**src/rtl/alu_result_stage.sv**
```systemverilog
// -----------------------------------------------------------------------------
// alu_result_stage
//   Registered result/flag stage that sits after the W-bit ripple add/sub
//   datapath. It takes the (W+1)-bit raw result, where the MSB is the carry
//   (add) or the borrow (sub), and derives the C/B, Z, N and V flags. It stores
//   each result and its flags in a small FIFO. Both sides use valid/ready, so
//   the combinational datapath is decoupled from the consumer. It also keeps a
//   saturating count of delivered results.
//
// Parameters
//   W      operand/result width (raw input is W+1 bits)
//   DEPTH  FIFO entries, 2 or 4 (pointers wrap by natural binary overflow)
//   CNT_W  width of the delivered-result counter
//
// Ports
//   clk        rising-edge clock
//   rst        asynchronous reset, active-high
//   in_valid   upstream result valid
//   in_ready   stage can accept (FIFO not full, registered count only)
//   in_op      0 = add (MSB is carry), 1 = sub (MSB is borrow)
//   in_a_msb   A[W-1], for overflow
//   in_b_msb   B[W-1], for overflow
//   in_res     raw datapath output, bit W = carry/borrow
//   out_valid  head entry valid
//   out_ready  consumer accepts head
//   out_res    head result bits [W-1:0]
//   out_cb     carry/borrow of head entry
//   out_z      head result == 0
//   out_n      head result bit W-1
//   out_v      signed overflow of head entry
//   op_count   number of results popped, saturating
// -----------------------------------------------------------------------------
module alu_result_stage #(
  parameter int W     = 4,
  parameter int DEPTH = 2,
  parameter int CNT_W = 8
) (
  input  logic             clk,
  input  logic             rst,
  input  logic             in_valid,
  output logic             in_ready,
  input  logic             in_op,
  input  logic             in_a_msb,
  input  logic             in_b_msb,
  input  logic [W:0]       in_res,
  output logic             out_valid,
  input  logic             out_ready,
  output logic [W-1:0]     out_res,
  output logic             out_cb,
  output logic             out_z,
  output logic             out_n,
  output logic             out_v,
  output logic [CNT_W-1:0] op_count
);

  // DEPTH is 2 or 4, so a pointer of this width wraps exactly modulo DEPTH.
  localparam int PW = (DEPTH > 2) ? 2 : 1;
  localparam int CW = PW + 1;

  typedef struct packed {
    logic [W-1:0] res;
    logic         cb;
    logic         z;
    logic         n;
    logic         v;
  } entry_t;

  entry_t           r_mem [DEPTH];
  logic [PW-1:0]    r_wr_ptr;
  logic [PW-1:0]    r_rd_ptr;
  logic [CW-1:0]    r_count;
  logic [CNT_W-1:0] r_op_count;

  entry_t w_entry;
  logic   w_push;
  logic   w_pop;
  logic   w_ovf_add;
  logic   w_ovf_sub;

  // Overflow happens when the sign of the result differs from the sign of A.
  // For add, the operands must also have the same sign. For sub, they must
  // have opposite signs.
  assign w_ovf_add = ~(in_a_msb ^ in_b_msb) & (in_a_msb ^ in_res[W-1]);
  assign w_ovf_sub =  (in_a_msb ^ in_b_msb) & (in_a_msb ^ in_res[W-1]);

  always_comb begin
    w_entry     = '0;
    w_entry.res = in_res[W-1:0];
    w_entry.cb  = in_res[W];
    w_entry.z   = (in_res[W-1:0] == '0);
    w_entry.n   = in_res[W-1];
    w_entry.v   = in_op ? w_ovf_sub : w_ovf_add;
  end

  // Both handshakes use only the registered occupancy. No path from out_ready
  // to in_ready exists, so a full FIFO refuses a push even while it is popping.
  assign in_ready  = (r_count != CW'(DEPTH));
  assign out_valid = (r_count != '0);
  assign w_push    = in_valid & in_ready;
  assign w_pop     = out_valid & out_ready;

  always_ff @(posedge clk or posedge rst) begin
    if (rst) begin
      r_wr_ptr   <= '0;
      r_rd_ptr   <= '0;
      r_count    <= '0;
      r_op_count <= '0;
      for (int i = 0; i < DEPTH; i++) begin
        r_mem[i] <= '0;
      end
    end else begin
      if (w_push) begin
        r_mem[r_wr_ptr] <= w_entry;
        r_wr_ptr        <= r_wr_ptr + 1'b1;
      end
      if (w_pop) begin
        r_rd_ptr <= r_rd_ptr + 1'b1;
        if (r_op_count != {CNT_W{1'b1}}) begin
          r_op_count <= r_op_count + 1'b1;
        end
      end
      case ({w_push, w_pop})
        2'b10:   r_count <= r_count + 1'b1;
        2'b01:   r_count <= r_count - 1'b1;
        default: r_count <= r_count;
      endcase
    end
  end

  // The outputs always show the head slot. When the FIFO is empty, this is
  // stale storage, which the consumer ignores.
  assign out_res  = r_mem[r_rd_ptr].res;
  assign out_cb   = r_mem[r_rd_ptr].cb;
  assign out_z    = r_mem[r_rd_ptr].z;
  assign out_n    = r_mem[r_rd_ptr].n;
  assign out_v    = r_mem[r_rd_ptr].v;
  assign op_count = r_op_count;

endmodule

```
**config.mk**
```make
export PLATFORM = sky130hd
export DESIGN_NAME = alu_result_stage
export DESIGN_NICKNAME = d
export VERILOG_FILES = /design/src/rtl/alu_result_stage.sv
export SDC_FILE = /design/constraint.sdc
export NUM_CORES = 1
export LEC_CHECK = 0
export ABC_AREA = 0
export CORE_ASPECT_RATIO = 1.75
export CORE_MARGIN = 1.5
export CORE_UTILIZATION = 44
export DETAILED_ROUTE_END_ITERATION = 12
export GPL_ROUTABILITY_DRIVEN = 0
export PLACE_DENSITY_LB_ADDON = 0.3
export SYNTH_ARGS = -nofsm -noshare
export SYNTH_HDL_FRONTEND = slang
export SYNTH_SLANG_ARGS = --single-unit
export TNS_END_PERCENT = 5
```
**constraint.sdc**
```tcl
create_clock -name clk -period 1.45 [get_ports clk]
set_input_delay 0.29 -clock clk [delete_from_list [all_inputs] [get_ports clk]]
set_output_delay 0.29 -clock clk [all_outputs]
set_load 0.02 [all_outputs]
```
After elaboration in Yosys (flattened, before gate mapping). Cells that the tools add are included.

Order comparisons: 3. Eq/ne operators: 4. Multiplexer cells: 8. Bitwise logic cells: 9. Add/sub/neg operators: 5. Reduce and logical (&&, ||, !) cells: 5.

Operator list (number): two-way mux 8 bit (4); bitwise mux 16 bit (1); adder 8 x 1 -> 8 bit (second input constant) (1); demux 8 bit (select 1 bit) (1); != test 8 bit (second input constant) (1); bitwise AND 1 bit (4); greater-or-equal comparator 2 bit (second input constant) (2); zero test 4 bit (1); NOT 1 -> 2 bit (2); case mux 2 bit (2 select lines) (1); nonzero test 2 bit (2); adder 1 bit (second input constant) (2); adder 2 x 1 -> 2 bit (second input constant) (1); == test 2 x 1 -> 1 bit (second input constant) (1); == test 2 bit (second input constant) (1); less-than comparator 2 x 1 -> 1 bit (second input constant) (1); != test 2 bit (second input constant) (1); AND reduction 2 bit (1); subtractor 2 x 1 -> 2 bit (second input constant) (1); XOR 1 bit (2); logical AND 1 bit (1); two-way mux 1 bit (1); NOT 1 bit (1).

Flip-flop bits (word level): 28. Input port bits: 12. Output and inout bits: 18. Word-level logic and storage cells: 48.

Depth between registers and ports, before layout. Gate-level depths: netlist (run 1).

Depth after elaboration: 6. Depth in mapped cells: 6. Gate-level depth less buffers: 6.

Worst setup path after synthesis (run 1). OpenSTA, ideal clock, no wires.

Path kind: reg2out. Start point: register r_rd_ptr. End point: output port out_res[3]. Buffers on the path: 2. Stages on the path, launching flop included: 4. Data required time: 1160 ps. Arrival time: 1193 ps. Path slack: -33 ps. Cell sequence: dfrtp_1 clkbuf_1 mux2_2 buf_4.

Cells in the longest elaborated chain, start to end: 4.

Ends and longest elaborated chain: start, declared (RTL line 70) `logic [PW-1:0] r_rd_ptr;`; start signal, assigned (RTL line 117) `r_rd_ptr <= r_rd_ptr + 1'b1;`; NOT 1 -> 2 bit (not written as such) (RTL line 132) `assign out_res = r_mem[r_rd_ptr].res;`; two-way mux 8 bit (3 in a row); end, declared (RTL line 48) `output logic [W-1:0] out_res,`.

Every way passes these cells. The select of a mux whose other input is x is not followed.

Worst setup path in the final report (run 1). Ends and elaborated chain as after synthesis.

==> results.sh, run 1 <==
export IMPL_grt_max_degree=16
export IMPL_ant_nets=0
export IMPL_synth_top_cell_area_share_pct=49.9
export IMPL_synth_most_common_cell="dfrtp_1"
export IMPL_nFillCells=227
export IMPL_finalCriticalPeriod_ns=1.58
export IMPL_dpl_instance_area_sq_mm=0.00175
export IMPL_insertion_delay_ns=0.27
export IMPL_worst_slack_ns=-0.129
export IMPL_clk_path_buf_depth=2
export IMPL_core_area_sq_mm=0.00286
export IMPL_drv_slew=0
export IMPL_postCtsHoldBufs=0
export IMPL_synthFlopType="dfrtp_1"
export IMPL_crit_start="r_rd_ptr"
export IMPL_nNetsFinal=164
export IMPL_die_h_um=75.0
export IMPL_slowest_stage="dfrtp_2"
export IMPL_die_area_sq_mm=0.00331
export IMPL_mappedNetlistNets=109
export IMPL_crit_fanout=5
export IMPL_maxCapViolCount=0
export IMPL_setup_viol=9
export IMPL_vias=931
export IMPL_endpoint_kind="output port"
export IMPL_power_density_mw_per_mm2=2260
export IMPL_async_reset_ff_share_pct=100
export IMPL_ys_seq_area_share_pct=49.9
export IMPL_p_leak_nw=0.872
export IMPL_drt_pre_antenna_iters=4
export IMPL_start_util_pct=45.5
export IMPL_r2r_start="r_count[0]"
export IMPL_instances_no_fill=177
export IMPL_required_ns=1.16
export IMPL_grt_pass1_wl_um=4420
export IMPL_drc_errors=0
export IMPL_r2r_setup_slack_ns=-0.04
export IMPL_dp_hpwl_um=1990
export IMPL_critPathArrivalTime_ns=1.29
export IMPL_relSlewSlack_pct=71.2
export IMPL_vias_per_cell=5.26
export IMPL_grt_usage_pct=18.2
export IMPL_synth_top_area_cell="dfrtp_1"
export IMPL_cts_tree="yes"
export IMPL_cp_num_buf_inv=2
export IMPL_vdd_drop_max_mv=1.57
export IMPL_critPathKind="flip-flop to output port"
export IMPL_initialDrtViolationCount=15
export IMPL_grt_overflow=0
export IMPL_die_w_um=44.2
export IMPL_synth_distinct_cells=32
export IMPL_fp_row_count=26
export IMPL_synth_seq_cells=26
export IMPL_syn_instance_count=95
export IMPL_synthTopCellsByArea="dfrtp_1 (50%), mux2_4 (9.2%), mux2_1 (6.9%)"
export IMPL_detail_route_wl_per_cell_um=15.2
export IMPL_area_growth_pct=42.7
export IMPL_min_path_type="input port to async pin"
export IMPL_wl_um=2700
export IMPL_hold_violations=0
export IMPL_outcome="complete, but fails checks"
export IMPL_grt_pass1_vias=984
export IMPL_timing_final_crit_share_pct=109
export IMPL_fin_worst_skew_ns=0.00160
export IMPL_critPathMaxStageDelay_ns=0.45
export IMPL_cts_sinks=26
export IMPL_crit_path_cell_trace="buf_6, mux2_4, buf_6"
export IMPL_port_buffers=29
export IMPL_worst_slew_pin_slew_ns=0.427
export IMPL_worst_path_dominant_cell_family="flip-flops"
export IMPL_clock_root_buffer="clkbuf_8"
export IMPL_violations="setup timing"
export IMPL_max_freq_mhz=633
export IMPL_yosysWarningCount=0
export IMPL_path_clk_slew_ns=0.09
export IMPL_ios=30
export IMPL_critPathMostFrequentCell="buf_6"
export IMPL_diodes=0
export IMPL_rsz0062_at_grt="yes"
export IMPL_placed_cells=167
export IMPL_syn_area_sq_mm=0.00130
export IMPL_synth_edf_count=0
export IMPL_startpoint_type="flip-flop"
export IMPL_stdcell_area_sq_mm=0.00186
export IMPL_layout_drive_gt1_share_pct=47.0
export IMPL_cts_max_level=1
export IMPL_synthTopCellsByCount="dfrtp_1 (26), mux2_1 (8), mux2_2 (8), mux2_4 (8), xnor2_1 (7)"
export IMPL_antenna_found_initial=0
export IMPL_synth_avg_cell_area_sq_um=13.7
export IMPL_cts_buffers=3
==> tightest hold or removal path, cell delays in order <==
cell and delay (ns):
clkdlybuf4s50_1 0.40, inv_1 0.08, buf_4 0.21
==> stage by stage <==
step | total power [mW] | TNS, ns | util [%] | setup slack [ns] | hold slack [ns]
after global routing | 4.45 | -1.55 | 65.0 | -0.175 | 0.390
final | 4.21 | -0.992 | 65.0 | -0.129 | 0.347
after global placement | 3.47 | -4.66 | 61.0 | -0.285 | 0.469
after detailed placement | 3.55 | -5.02 | 61.0 | -0.275 | 0.479
after CTS | 4.09 | -1.15 | 63.4 | -0.158 | 0.343
after floorplan | 2.64 | -0.0290 | - | -0.0290 | 0.330
==> final timing paths <==
check,to,cells after the start
min reg2reg,r_mem[6],1
max reg2reg,r_count[1],7
max in group asynchronous,r_rd_ptr,3
max,out_res[3],3
min in group clk,r_mem[6],1
min,op_count[1],3
==> cells by family after synthesis <==
group           count (synthesis)  synth area share (%)
flops                          26                  49.9
xor+xnor                        9                  6.05
fa+ha+maj                       2                  1.92
buf+inv                         4                  1.63
compound gates                  9                  4.41
mux                            24                  23.0
simple gates                   21                  13.1
==> cells in the final DEF, fill, tap and decap left out, types with 2 or more instances in the layout <==
| cell type | Yosys | final |
|---|---|---|
| nand2_1 | 5 | 5 |
| xor2_1 | 2 | 2 |
| dlygate4sd2_1 | 0 | 8 |
| clkbuf_8 | 0 | 3 |
| nor2_1 | 3 | 2 |
| xnor2_1 | 7 | 7 |
| mux2_1 | 8 | 6 |
| buf_2 | 0 | 7 |
| buf_4 | 1 | 20 |
| mux2_4 | 8 | 11 |
| buf_6 | 0 | 6 |
| dfrtp_2 | 0 | 2 |
| dfrtp_1 | 26 | 24 |
| a21oi_1 | 3 | 3 |
| ha_1 | 2 | 2 |
| clkdlybuf4s50_1 | 0 | 11 |
| mux2_2 | 8 | 7 |
==> area by class of cell <==
class,count,area [sq um],share of cell area (%)
Inverter,2,10.0,0.538
Sequential cell,26,653,35.1
Tap cell,28,35.0,1.88
Timing Repair Buffer,52,433,23.3
Clock buffer,3,41.3,2.22
Multi-Input combinational cell,65,658,35.4
Clock inverter,1,30.0,1.61
==> state kept, by name, summed over array words and instances (netlist names) <==
signal,cells
r_mem,14
op_count,8
r_count,2
r_rd_ptr,1
r_wr_ptr,1
==> metal layers <==
| metal | up-vias | wire, um | global-route usage [%] |
|---|---|---|---|
| li1 | 439 | - | - |
| met1 | 464 | 1020 | 19.8 |
| met2 | 24 | 1530 | 35.6 |
| met3 | 4 | 117 | 1.68 |
| met4 | 0 | 31 | 6.06 |
| met5 | - | 0 | 0 |
==> power breakdown <==
group	total (mW)	internal [mW]	leakage (nW)	switching, mW
clock network	0.591	0.369	0.0357	0.222
registers	1.35	1.06	0.316	0.286
logic	2.27	1.24	0.521	1.02
==> repair_timing <==
item | CTS | global route
endpoints found under the setup margin | 23 | 25
setup buffers | 4 | 2
gates resized for setup | 53 | 12
pin swaps | 2 | 2
endpoints found under the hold margin | 0 | 0
(Power assumes the default switching activity.)
==> run 2, diff against run 1 <==
--- a/config.mk
+++ b/config.mk
@@ -9,9 +9,11 @@
 export CORE_ASPECT_RATIO = 1.75
 export CORE_MARGIN = 1.5
 export CORE_UTILIZATION = 44
+export CTS_CLUSTER_DIAMETER = 50
 export DETAILED_ROUTE_END_ITERATION = 12
 export GPL_ROUTABILITY_DRIVEN = 0
 export PLACE_DENSITY_LB_ADDON = 0.3
+export SLEW_MARGIN = 20
 export SYNTH_ARGS = -nofsm -noshare
 export SYNTH_HDL_FRONTEND = slang
 export SYNTH_SLANG_ARGS = --single-unit
==> results of run 2 <==
No change in the layout: final DEF, timing and power equal those of run 1.
==> run 3, diff against run 2 <==
--- a/config.mk
+++ b/config.mk
@@ -6,10 +6,11 @@
 export NUM_CORES = 1
 export LEC_CHECK = 0
 export ABC_AREA = 0
+export ABC_CLOCK_PERIOD_IN_PS = 1450
 export CORE_ASPECT_RATIO = 1.75
 export CORE_MARGIN = 1.5
 export CORE_UTILIZATION = 44
-export CTS_CLUSTER_DIAMETER = 50
+export CTS_CLUSTER_DIAMETER = 40
 export DETAILED_ROUTE_END_ITERATION = 12
 export GPL_ROUTABILITY_DRIVEN = 0
 export PLACE_DENSITY_LB_ADDON = 0.3
==> results of run 3 <==
No change in the layout: final DEF, timing and power equal those of run 1.
